$ cat config.mk
export PLATFORM = sky130hd
export DESIGN_NAME = divide_iterative
export DESIGN_NICKNAME = d
export VERILOG_FILES = /design/src/rtl/divide_iterative_pkg.sv /design/src/rtl/divide_step.sv /design/src/rtl/divide_iterative.sv
export SDC_FILE = /design/constraint.sdc
export NUM_CORES = 1
export LEC_CHECK = 0
export ABC_AREA = 1
export CELL_PAD_IN_SITES_DETAIL_PLACEMENT = 1
export CELL_PAD_IN_SITES_GLOBAL_PLACEMENT = 2
export CORE_ASPECT_RATIO = 2
export CORE_MARGIN = 1
export CORE_UTILIZATION = 31
export DETAILED_ROUTE_END_ITERATION = 16
export GPL_ROUTABILITY_DRIVEN = 0
export PLACE_DENSITY = 0.88
export SLEW_MARGIN = 10
export SYNTH_ARGS = -nofsm -noshare
export SYNTH_HDL_FRONTEND = slang
export SYNTH_SLANG_ARGS = --single-unit
$ cat constraint.sdc
create_clock -name clk -period 3.7 [get_ports clk]
set_input_delay 0.925 -clock clk [delete_from_list [all_inputs] [get_ports clk]]
set_output_delay 0.925 -clock clk [all_outputs]
set_load 0.1 [all_outputs]
$ cat src/rtl/divide_iterative_pkg.sv
// Shared constants and helpers for the iterative divider.
// Holds the state encoding and the ceil-divide used at elaboration.
package divide_iterative_pkg;

    typedef enum logic [1:0] {
        IDLE = 2'd0,
        BUSY = 2'd1,
        DONE = 2'd2
    } div_state_t;

    function automatic int ceil_div(input int a, input int b);
        return (a + b - 1) / b;
    endfunction

endpackage

$ cat src/rtl/divide_step.sv
// One combinational restoring shift-subtract step.
// Shifts the next dividend bit into the partial remainder and trial-subtracts.
module divide_step #(
    parameter int WIDTH = 8
) (
    input  logic [WIDTH-1:0] rem_in,
    input  logic             bit_in,
    input  logic [WIDTH-1:0] divisor,
    output logic [WIDTH-1:0] rem_out,
    output logic             q_bit
);

    logic [WIDTH:0] trial;
    logic [WIDTH:0] diff;

    always_comb begin
        trial   = {rem_in, bit_in};
        diff    = trial - {1'b0, divisor};
        q_bit   = (trial >= {1'b0, divisor});
        rem_out = q_bit ? WIDTH'(diff) : WIDTH'(trial);
    end

endmodule

$ cat src/rtl/divide_iterative.sv
// Unsigned iterative divider producing STEP quotient bits per busy cycle.
// Valid/ready on both sides; results are held until consumed.
module divide_iterative
    import divide_iterative_pkg::*;
#(
    parameter int WIDTH   = 8,
    parameter int LATENCY = 4
) (
    input  logic             clk,
    input  logic             rst_n,
    input  logic             in_valid,
    output logic             in_ready,
    input  logic [WIDTH-1:0] dividend,
    input  logic [WIDTH-1:0] divisor,
    output logic             out_valid,
    input  logic             out_ready,
    output logic [WIDTH-1:0] quotient,
    output logic [WIDTH-1:0] remainder,
    output logic             div_by_zero
);

    localparam int STEP = ceil_div(WIDTH, LATENCY);
    localparam int ITER = ceil_div(WIDTH, STEP);
    localparam int TOT  = ITER * STEP;
    localparam int CW   = $clog2(ITER + 1);
    localparam logic [CW-1:0] LAST = CW'(ITER - 1);

    div_state_t       state;
    div_state_t       state_nx;
    logic [CW-1:0]    cnt;
    logic [TOT-1:0]   dvd;
    logic [WIDTH-1:0] dsr;
    logic [WIDTH-1:0] rem;
    logic [WIDTH-1:0] quo;
    logic             dz;
    logic [WIDTH-1:0] rem_c [STEP+1];
    logic [STEP-1:0]  qbits;
    logic             accept;

    assign accept   = (state == IDLE) && in_valid;
    assign rem_c[0] = rem;

    // Leading padding bits are zero, so they only shift zeros out of quo.
    for (genvar i = 0; i < STEP; i++) begin : g_step
        divide_step #(
            .WIDTH(WIDTH)
        ) u_step (
            .rem_in (rem_c[i]),
            .bit_in (dvd[TOT-1-i]),
            .divisor(dsr),
            .rem_out(rem_c[i+1]),
            .q_bit  (qbits[STEP-1-i])
        );
    end

    always_ff @(posedge clk or negedge rst_n) begin
        if (!rst_n) begin
            state <= IDLE;
        end else begin
            state <= state_nx;
        end
    end

    always_comb begin
        state_nx = state;
        unique case (state)
            IDLE: if (in_valid) state_nx = BUSY;
            BUSY: if (cnt == LAST) state_nx = DONE;
            DONE: if (out_ready) state_nx = IDLE;
            default: state_nx = IDLE;
        endcase
    end

    always_comb begin
        in_ready    = (state == IDLE);
        out_valid   = 1'b0;
        quotient    = '0;
        remainder   = '0;
        div_by_zero = 1'b0;
        if (state == DONE) begin
            out_valid   = 1'b1;
            quotient    = quo;
            remainder   = rem;
            div_by_zero = dz;
        end
    end

    always_ff @(posedge clk or negedge rst_n) begin
        if (!rst_n) begin
            cnt <= '0;
            dvd <= '0;
            dsr <= '0;
            rem <= '0;
            quo <= '0;
            dz  <= 1'b0;
        end else if (accept) begin
            cnt <= '0;
            dvd <= TOT'(dividend);
            dsr <= divisor;
            rem <= '0;
            quo <= '0;
            dz  <= (divisor == '0);
        end else if (state == BUSY) begin
            cnt <= cnt + 1'b1;
            dvd <= TOT'({dvd, {STEP{1'b0}}});
            rem <= rem_c[STEP];
            quo <= WIDTH'({quo, qbits});
        end
    end

endmodule

==> flow_summary_export.csv <==
group,metric,value,unit
synthesis,syn-num-nets,406,
floorplanning,io_pins,39,
synthesis,synth_top_area_share,35.5,%
global_routing,grt_pass1_vias,2672,
synthesis,synth_seq_area_share,35.5,%
sta,timing.final.crit_share,92.9,%
layout,fin_nets,445,
layout,area_growth_syn_to_layout,22.2,%
setup_path,cpMaxStageDelayCell,"ha_1",
setup_path,crit_type,"flop to flop",
synthesis,largest_family_of_logic_cells_by_synthesized_area,"simple AND/OR/NAND/NOR gates",
global_routing,grt_pass1_wl,13200,um
synthesis,netlist_area,0.00268,mm^2
detailed_routing,drc_violation_count_after_routing,0,
setup_path,timing.critical_path.slowest_cell_delay,0.41,ns
sta,final_hold_viol_count,0,
synthesis,most_frequent_cells_after_synthesis,"nand2_1 (83), inv_1 (67), dfrtp_1 (38), nor2_1 (36), nand3_1 (26)",
detailed_routing,wirelength_met1,2800,um
clocking,clk-insertion-delay-late,0.28,ns
setup_path,data_arrival_time_of_the_worst_path,3.59,ns
detailed_routing,detail_route.vias_per_cell,5.02,
detailed_routing,drt-pass1-iter-count,4,
synthesis,synth_fa_ha_area_share,9.90,%
synthesis,synth.most_common_cell,"nand2_1",
detailed_routing,wl_met3,216,um
clocking,clock_sinks,38,
layout,antennaDiodeCount,0,
outcome,outcome,"finished clean",
sta,setup_viol_count_final,0,
synthesis,synth_compound_gate_area_share,11.3,%
floorplanning,die_h,133,um
synthesis,postSynth.topFlopCell,"dfrtp_1",
sta,fmax,291,MHz
detailed_routing,routed-via-count,2529,
global_routing,antenna_found_initial,0,
clocking,clk_root_buffer_cell,"clkbuf_16",
layout,multiInputGateArea,0.00143,mm^2
setup_path,timing.critical_path.cells,"inv_1 > ha_1 > nand2_2 > nor2_1 > nand2_1 > nand3_2 > nand2_2 > nand2_4 > nand2_2 > o21ai_2 > ha_1 > a21oi_1 > o21ai_1 > nand2_1 > nand2_2 > a21oi_4 > nand3_4 > nand3_1 > nand3_1",
clocking,tritoncts.num_buffers,5,
synthesis,post-synth-top-area-cell,"dfrtp_1",
synthesis,synth.ff_latch_count,38,
global_routing,grt_usage,20.0,%
sta,rsz_0062_raised_after_global_routing,"false",
run,number_of_max_capacitance_violations_reported,0,
setup_path,timing.critical_path.mode_cell,"nand2_2",
synthesis,synth_edf_count,0,
layout,fill_cell_total_of_the_finished_layout,1055,
synthesis,ys_warn_count,0,
placement,hpwl_detailed,6380,um
placement,placement.io_buffers,38,
min_path,timing.hold.worst.class,"flop to flop",
clocking,cts.path.max_buffers,2,
detailed_routing,drtAntennaViolNets,0,
synthesis,netlist_instances,366,
floorplanning,dieArea,0.00904,mm^2
floorplanning,initial_utilization,32.1,%
layout,drive_gt1_share,13.3,%
sta,maxSlewViolCount,0,
floorplanning,die_x,67.7,um
layout,register_area,951,um^2
sta,fin_crit,3.44,ns
synthesis,syn_avg_cell_area,7.32,um^2
floorplanning,core,0.00835,mm^2
clocking,cts_tree,"yes",
floorplanning,standard_cell_row_count,47,
synthesis,postSynth.asyncResetShare,100,%
sta,slew-limit-headroom,41.2,%
detailed_routing,met2_wirelength,4620,um
global_routing,grt_remaining_overflow,0,
detailed_routing,highest_layer,"met4",
detailed_routing,avgRoutedWirePerCell,15.9,um
setup_path,timing.critical_path.from_type,"flop",
detailed_routing,total_length_of_routed_wires,8000,um
setup_path,setup.worst_path.end_class,"flop",
detailed_routing,drt_iter0_drcs,75,
sta,actual_transition_at_the_worst_max_transition_pin,0.881,ns
synthesis,yosys.cell_types.count,31,
synthesis,synth.top_cells.by_area,"dfrtp_1 (35%), nand2_1 (12%), inv_1 (9.4%), ha_1 (8.4%), nor2_1 (5.0%)",
global_routing,grt_start_max_net_pins,39,
sta,finClkSkew,0.00303,ns
synthesis,share_of_synthesized_area_spent_on_multiplexers,0,%
setup_path,cp_max_fo,14,
synthesis,post_synth_xor_area_fraction,2.29,%
setup_path,critPathRequiredTime,3.86,ns
synthesis,synth-simple-area-share,29.4,%
sta,worst_hold_slack,0.487,ns
clocking,cts-hold-fix-buffers,0,
clocking,path_clk_slew,0.06,ns
clocking,htree_num_levels,2,
[kinds of logic (layout without fill, tap and decap cells)]
group | after synthesis | in the layout
simple gates | 176 | 176
fa+ha+maj | 20 | 20
compound gates | 47 | 47
flops | 38 | 38
buf+inv | 78 | 118
xor+xnor | 7 | 7
[area by class of cell]
type	instances	share of cell area, %
multi-input cells	250	43.5
flip-flops and latches	38	29.0
repair buffers	41	10.7
inverters	69	7.91
clock buffers	8	5.08
well taps	98	3.74
[final timing paths]
| kind | cells past startpoint | to | slack [ns] | from |
|---|---|---|---|---|
| max in group asynchronous | 1 | rem[5] | 2.38 | rst_n |
| max reg2reg | 19 | rem[2] | 0.26 | dsr[3] |
| min reg2reg | 2 | dsr[2] | 0.49 | dsr[2] |
| min in group asynchronous | 1 | dsr[2] | 0.76 | rst_n |
| max | 19 | rem[2] | 0.26 | dsr[3] |
| min | 2 | dsr[2] | 0.49 | dsr[2] |
[per-stage QoR]
step | std cells | TNS (ns) | setup slack (ns) | area, um^2 | util, %
floorplan | 366 | -5.86 | -0.423 | 2680 | -
global placement | 496 | 0 | 0.257 | 3100 | 37.1
detailed placement | 496 | 0 | 0.183 | 3100 | 37.1
CTS | 504 | 0 | 0.168 | 3270 | 39.1
global route | 504 | 0 | 0.0648 | 3280 | 39.2
finish | 504 | 0 | 0.264 | 3280 | 39.2
[layer usage]
metal	up-vias	global-route usage, %
met4	0	11.1
li1	1249	-
met2	51	36.8
met3	21	2.91
met5	-	0
met1	1208	19.9
[critical path, delay by kind of cell (launching register included)]
| kind | cells | cell delay [ns] |
|---|---|---|
| flops | 1 | 0.35 |
| buf+inv | 1 | 0.09 |
| simple gates | 12 | 1.39 |
| compound gates | 4 | 0.71 |
| fa+ha+maj | 2 | 0.76 |
[cells in the final DEF (no fill, tap or decap), drive strengths merged, types with 8 or more instances in the layout]
master | netlist | final
nand2 | 95 | 95
inv | 68 | 68
dfrtp | 38 | 38
nor2 | 37 | 37
nand3 | 28 | 28
buf | 4 | 23
o21ai | 22 | 22
ha | 18 | 18
clkdlybuf4s50 | 0 | 18
nand4 | 13 | 13
o22ai | 8 | 8
a21oi | 8 | 8
clkbuf | 5 | 8
[sequential cells by signal, summed over array words and instances (netlist names)]
register / cells
dsr: 8
dz: 1
dvd: 8
quo: 8
rem: 8
cnt: 3
state: 2
[repair_timing]
| item | in CTS | in global routing |
|---|---|---|
| resized for setup | 0 | 1 |
| buffers inserted | 0 | 0 |
| setup endpoints to repair | 0 | 2 |
Power is left out: the tool's default activity adds up to more than one toggle a clock period on the data nets, which glitch-free logic cannot reach.
==> RTL edit 1, RTL diff (same flow settings) <==
Re-encode `div_state_t` (3 states) as one-hot, 3 bits wide.
--- a/src/rtl/divide_iterative_pkg.sv
+++ b/src/rtl/divide_iterative_pkg.sv
@@ -3,8 +3,8 @@
 package divide_iterative_pkg;
 
-    typedef enum logic [1:0] {
-        IDLE = 2'd0,
-        BUSY = 2'd1,
-        DONE = 2'd2
+    typedef enum logic [2:0] {
+        IDLE = 3'b001,
+        BUSY = 3'b010,
+        DONE = 3'b100
     } div_state_t;
 
Behaviour: same outputs for any inputs over 10 cycles, from zero or initial values and one cycle with rst_n low; not proved beyond that.
==> RTL edit 1 against the original RTL <==
Synthesized area grew 3.4%; count of clock-buffer cells in the layout fell by 2; worst setup slack better by 0.13 ns; sequential cell count grew 1; hold slack gained 0.0068 ns; routed wire length is 6.4% higher; cell area rose by 2.6%.
Power is not shown: default switching activity piles up to over one toggle a cycle in this logic, so the estimate is an artifact.
==> RTL edit 1: results <==
{
  "cts.clk_slew.worst_paths_ns": 0.06,
  "root_buffer": "clkbuf_16",
  "grt_max_degree": 40,
  "viasPerCell": 5.04,
  "synth_seq_area_share_pct": 35.3,
  "cp.arrival_ns": 3.48,
  "dp_hpwl_mm": 6.76,
  "fmax_mhz": 303,
  "syn_nets": 417,
  "gr-usage-all-layers_pct": 21.0,
  "synth_cell_type_count": 37,
  "fin_nets": 454,
  "synthTopCellsByArea": "dfrtp_1, nand2_1, inv_1, ha_1, nand3_1",
  "fin_worst_skew_ns": 0.00452,
  "hp-start": "dsr[3]",
  "r2r_setup_slack_ns": 0.40,
  "worst_slew_pin_slew_ns": 0.925,
  "pre_cts_slack_ns": 0.242,
  "outcome": "finished, final reports clean",
  "grt_pass1_vias": 2858,
  "async_reset_ff_share_pct": 100,
  "ys_top_cells_by_count": "nand2_1, inv_1, dfrtp_1",
  "reg2reg_depth": 18,
  "crit_fanout": 8,
  "grt_pass1_wl_mm": 14.2,
  "hp-class": "flop to flop",
  "drive_above_1_share_pct": 17.1,
  "max_stage_delay_ns": 0.46,
  "io_buffers": 38,
  "wire_per_inst_um": 16.5,
  "crit_path_top_delay_cell": "fa_1",
  "initialDrtViolationCount": 65,
  "dr.pass1.iters": 4,
  "startpoint": "dvd[7]"
}
[RTL edit 1: cell types whose count changed in the layout (fill, tap and decap cells not counted), moves of 4 or more]
cell and delta:
nor2_1 -17, nand2_1 +6, nand4_1 -8, nor2_2 +11
a21oi_1 +6, inv_1 +4
[RTL edit 1: layout make-up]
| class | instances | area, um^2 |
|---|---|---|
| Fill cell | 1099 | 5290 |
| Multi-Input combinational cell | 254 | 1500 |
| Sequential cell | 39 | 977 |
| Timing Repair Buffer | 39 | 335 |
| Inverter | 75 | 282 |
| Clock buffer | 6 | 139 |
| Tap cell | 100 | 125 |
| Clock inverter | 1 | 5.00 |
[RTL edit 1: stage by stage]
stage	instance area (um^2)	hold WS (ns)	cells	utilization, %
final	3360	0.494	514	38.9
after CTS	3350	0.501	514	38.7
after detailed placement	3200	0.486	507	37.1
after global placement	3200	0.475	507	37.1
after floorplan	2810	0.453	377	-
after global routing	3360	0.535	514	38.9
[RTL edit 1: worst min path at each step]
stage	endpoint	slack (ns)	cells after the start
3_3_place_gp	dsr[3]	0.48	2
2_1_floorplan	dsr[2]	0.45	2
3_5_place_dp	dsr[3]	0.49	2
5_1_grt	dsr[3]	0.54	2
4_1_cts	dsr[3]	0.50	2
6_report	dsr[3]	0.49	2
[RTL edit 1: what timing repair did]
item	in CTS	in global routing
resized for setup	0	3
hold buffers	0	0
endpoints found under the setup margin	0	8
[RTL edit 1: worst max-delay path: cells and delay by family, from the launching register on]
kind | cells | cell delay, ns
AOI/OAI and AO/OA | 3 | 0.46
adders and majority gates | 3 | 0.92
and+or+nand+nor | 7 | 0.84
buffers and inverters | 4 | 0.34
DFF | 1 | 0.39
xor gates and xnor gates | 1 | 0.22
[RTL edit 1: layer usage]
metal / GRT usage [%] / share of wire, % / up-vias
met1: 21.1 / 34 / 1268
li1: - / - / 1268
met5: 0 / 0 / -
met2: 40.5 / 60 / 34
met4: 9.18 / 3.7 / 0
met3: 2.10 / 1.7 / 19
[RTL edit 1: logic make-up after synthesis]
logic type	after synthesis	share of synthesized area, %
xor gates and xnor gates	6	1.90
and+or+nand+nor	171	28.3
DFF	39	35.3
AOI/OAI and AO/OA	57	12.6
adders and majority gates	20	9.58
buffers and inverters	84	12.4
==> RTL edit 2, RTL diff (config.mk and constraints unchanged) <==
Made on the original files. `WIDTH` is set to 8 in 2 places; all go to 16.
--- a/src/rtl/divide_step.sv
+++ b/src/rtl/divide_step.sv
@@ -2,5 +2,5 @@
 // Shifts the next dividend bit into the partial remainder and trial-subtracts.
 module divide_step #(
-    parameter int WIDTH = 8
+    parameter int WIDTH = 16
 ) (
     input  logic [WIDTH-1:0] rem_in,
--- a/src/rtl/divide_iterative.sv
+++ b/src/rtl/divide_iterative.sv
@@ -4,5 +4,5 @@
     import divide_iterative_pkg::*;
 #(
-    parameter int WIDTH   = 8,
+    parameter int WIDTH   = 16,
     parameter int LATENCY = 4
 ) (
Interface: changed (resized dividend, divisor, quotient and remainder); port bits go from 39 to 71. The function was not compared with the original's and may differ.
==> RTL edit 2 against the original RTL <==
The run now ends with negative setup slack left; cell area rose to 4.0 times the old value; hold slack improved by 0.066 ns; worst setup slack got worse by 4.8 ns; sequential share of layout area fell by 16 points; synthesized area grew to 2.6 times the old value; final cell count rose to 3.4 times the old value; sequential cell count up 32; maximum frequency decreased by 58%; routed wire length grew to 6.9 times the old value; critical path depth increased by 33; critical endpoint is now rem[5]; highest routed layer is now met5.
Power is not shown: default switching activity piles up to over one toggle a cycle in this logic, so the estimate is an artifact.
==> RTL edit 2: results <==
{
  "outcome": "finished with violations",
  "violations": "negative setup slack",
  "initialDrtViolationCount": 843,
  "io_buffers": 70,
  "wire_per_inst_um": 31.7,
  "synth_seq_area_share_pct": 25.2,
  "synth_cell_type_count": 49,
  "drive_above_1_share_pct": 54.6,
  "setup_ws_ns": -4.54,
  "viasPerCell": 6.15,
  "dr.pass1.iters": 6,
  "h-tree-depth": 3,
  "syn_area_per_cell_um2": 6.71,
  "max_stage_delay_ns": 0.44,
  "worst_slew_pin_slew_ns": 0.970,
  "gr-usage-all-layers_pct": 39.8,
  "fin_nets": 1562,
  "fill_cells": 2530,
  "crit_fanout": 8,
  "crit_path_top_delay_cell": "dfrtp_1",
  "setup_violations": 19,
  "tns_ns": -78.74,
  "cts_buffers": 9,
  "grt_pass1_wl_mm": 65.8,
  "ys_top_cells_by_count": "nand2_1, inv_1, dfrtp_1",
  "syn_nets": 1142
}
RTL edit 2: cell count changes in the layout (fill, tap and decap cells not counted), sizes merged, moves of 25 or more:
cell   before  now
buf        23  397
nand2      95  311
inv        68  176
o21ai      22   86
a21oi       8   57
ha         18   66
nor2       37   74
dfrtp      38   70
xnor2       4   29
RTL edit 2: repair_timing:
| item | CTS | global route |
|---|---|---|
| pin swaps | 64 | 74 |
| endpoints found under the setup margin | 19 | 19 |
| buffers inserted | 57 | 32 |
| cloned | 7 | 0 |
| gates resized for setup | 191 | 189 |
RTL edit 2: stage by stage:
| stage | worst slack (ns) | utilization (%) |
|---|---|---|
| after floorplan | -2.67 | - |
| after global placement | -3.82 | 47.9 |
| after detailed placement | -4.00 | 47.9 |
| after CTS | -3.22 | 55.2 |
| after global routing | -4.99 | 59.7 |
| final | -4.54 | 59.7 |
RTL edit 2: worst paths after layout:
| kind | start | endpoint | slack [ns] | depth (start not counted) |
|---|---|---|---|---|
| max in group asynchronous | rst_n | rem[13] | 2.22 | 2 |
| worst max-delay path | dsr[11] | rem[5] | -4.54 | 52 |
| worst min-delay path | dvd[7] | dvd[7] | 0.55 | 2 |
| min in group asynchronous | rst_n | quo[5] | 0.78 | 2 |
| worst max register to register | dsr[11] | rem[5] | -4.54 | 52 |
| worst min register to register | dvd[7] | dvd[7] | 0.55 | 2 |
RTL edit 2: cell type report:
type / count / share of cell area (%)
clock inverters: 7 / 0.542
multi-input cells: 769 / 47.9
inverters: 174 / 5.15
clock buffers: 9 / 1.71
repair inverters: 1 / 0.0475
well taps: 276 / 2.62
flip-flops and latches: 70 / 13.3
repair buffers: 431 / 28.7
RTL edit 2: worst max-delay path: cells and delay by family (launching register included):
family	cells	cell delay, ns
buffers and inverters	10	1.28
and+or+nand+nor	30	3.81
DFF	1	0.44
adders and majority gates	4	1.20
AOI/OAI and AO/OA	8	1.31
RTL edit 2: kinds of logic after synthesis:
kind of cell | share of synthesized area (%)
adder cells (fa/ha/maj) | 13.0
AND/OR/NAND/NOR | 28.2
AO/OA/AOI/OAI | 15.7
XOR/XNOR | 6.43
buffers and inverters | 11.5
flip-flops | 25.2
RTL edit 2: metal layers:
metal | part of all wire [%] | track usage, % | up-vias | wire length (um)
li1 | - | - | 4190 | -
met1 | 30 | 36.9 | 5110 | 16800
met2 | 48 | 69.0 | 868 | 26300
met3 | 9.4 | 9.03 | 511 | 5190
met4 | 12 | 40.7 | 2 | 6810
met5 | 0.031 | 0 | - | 17
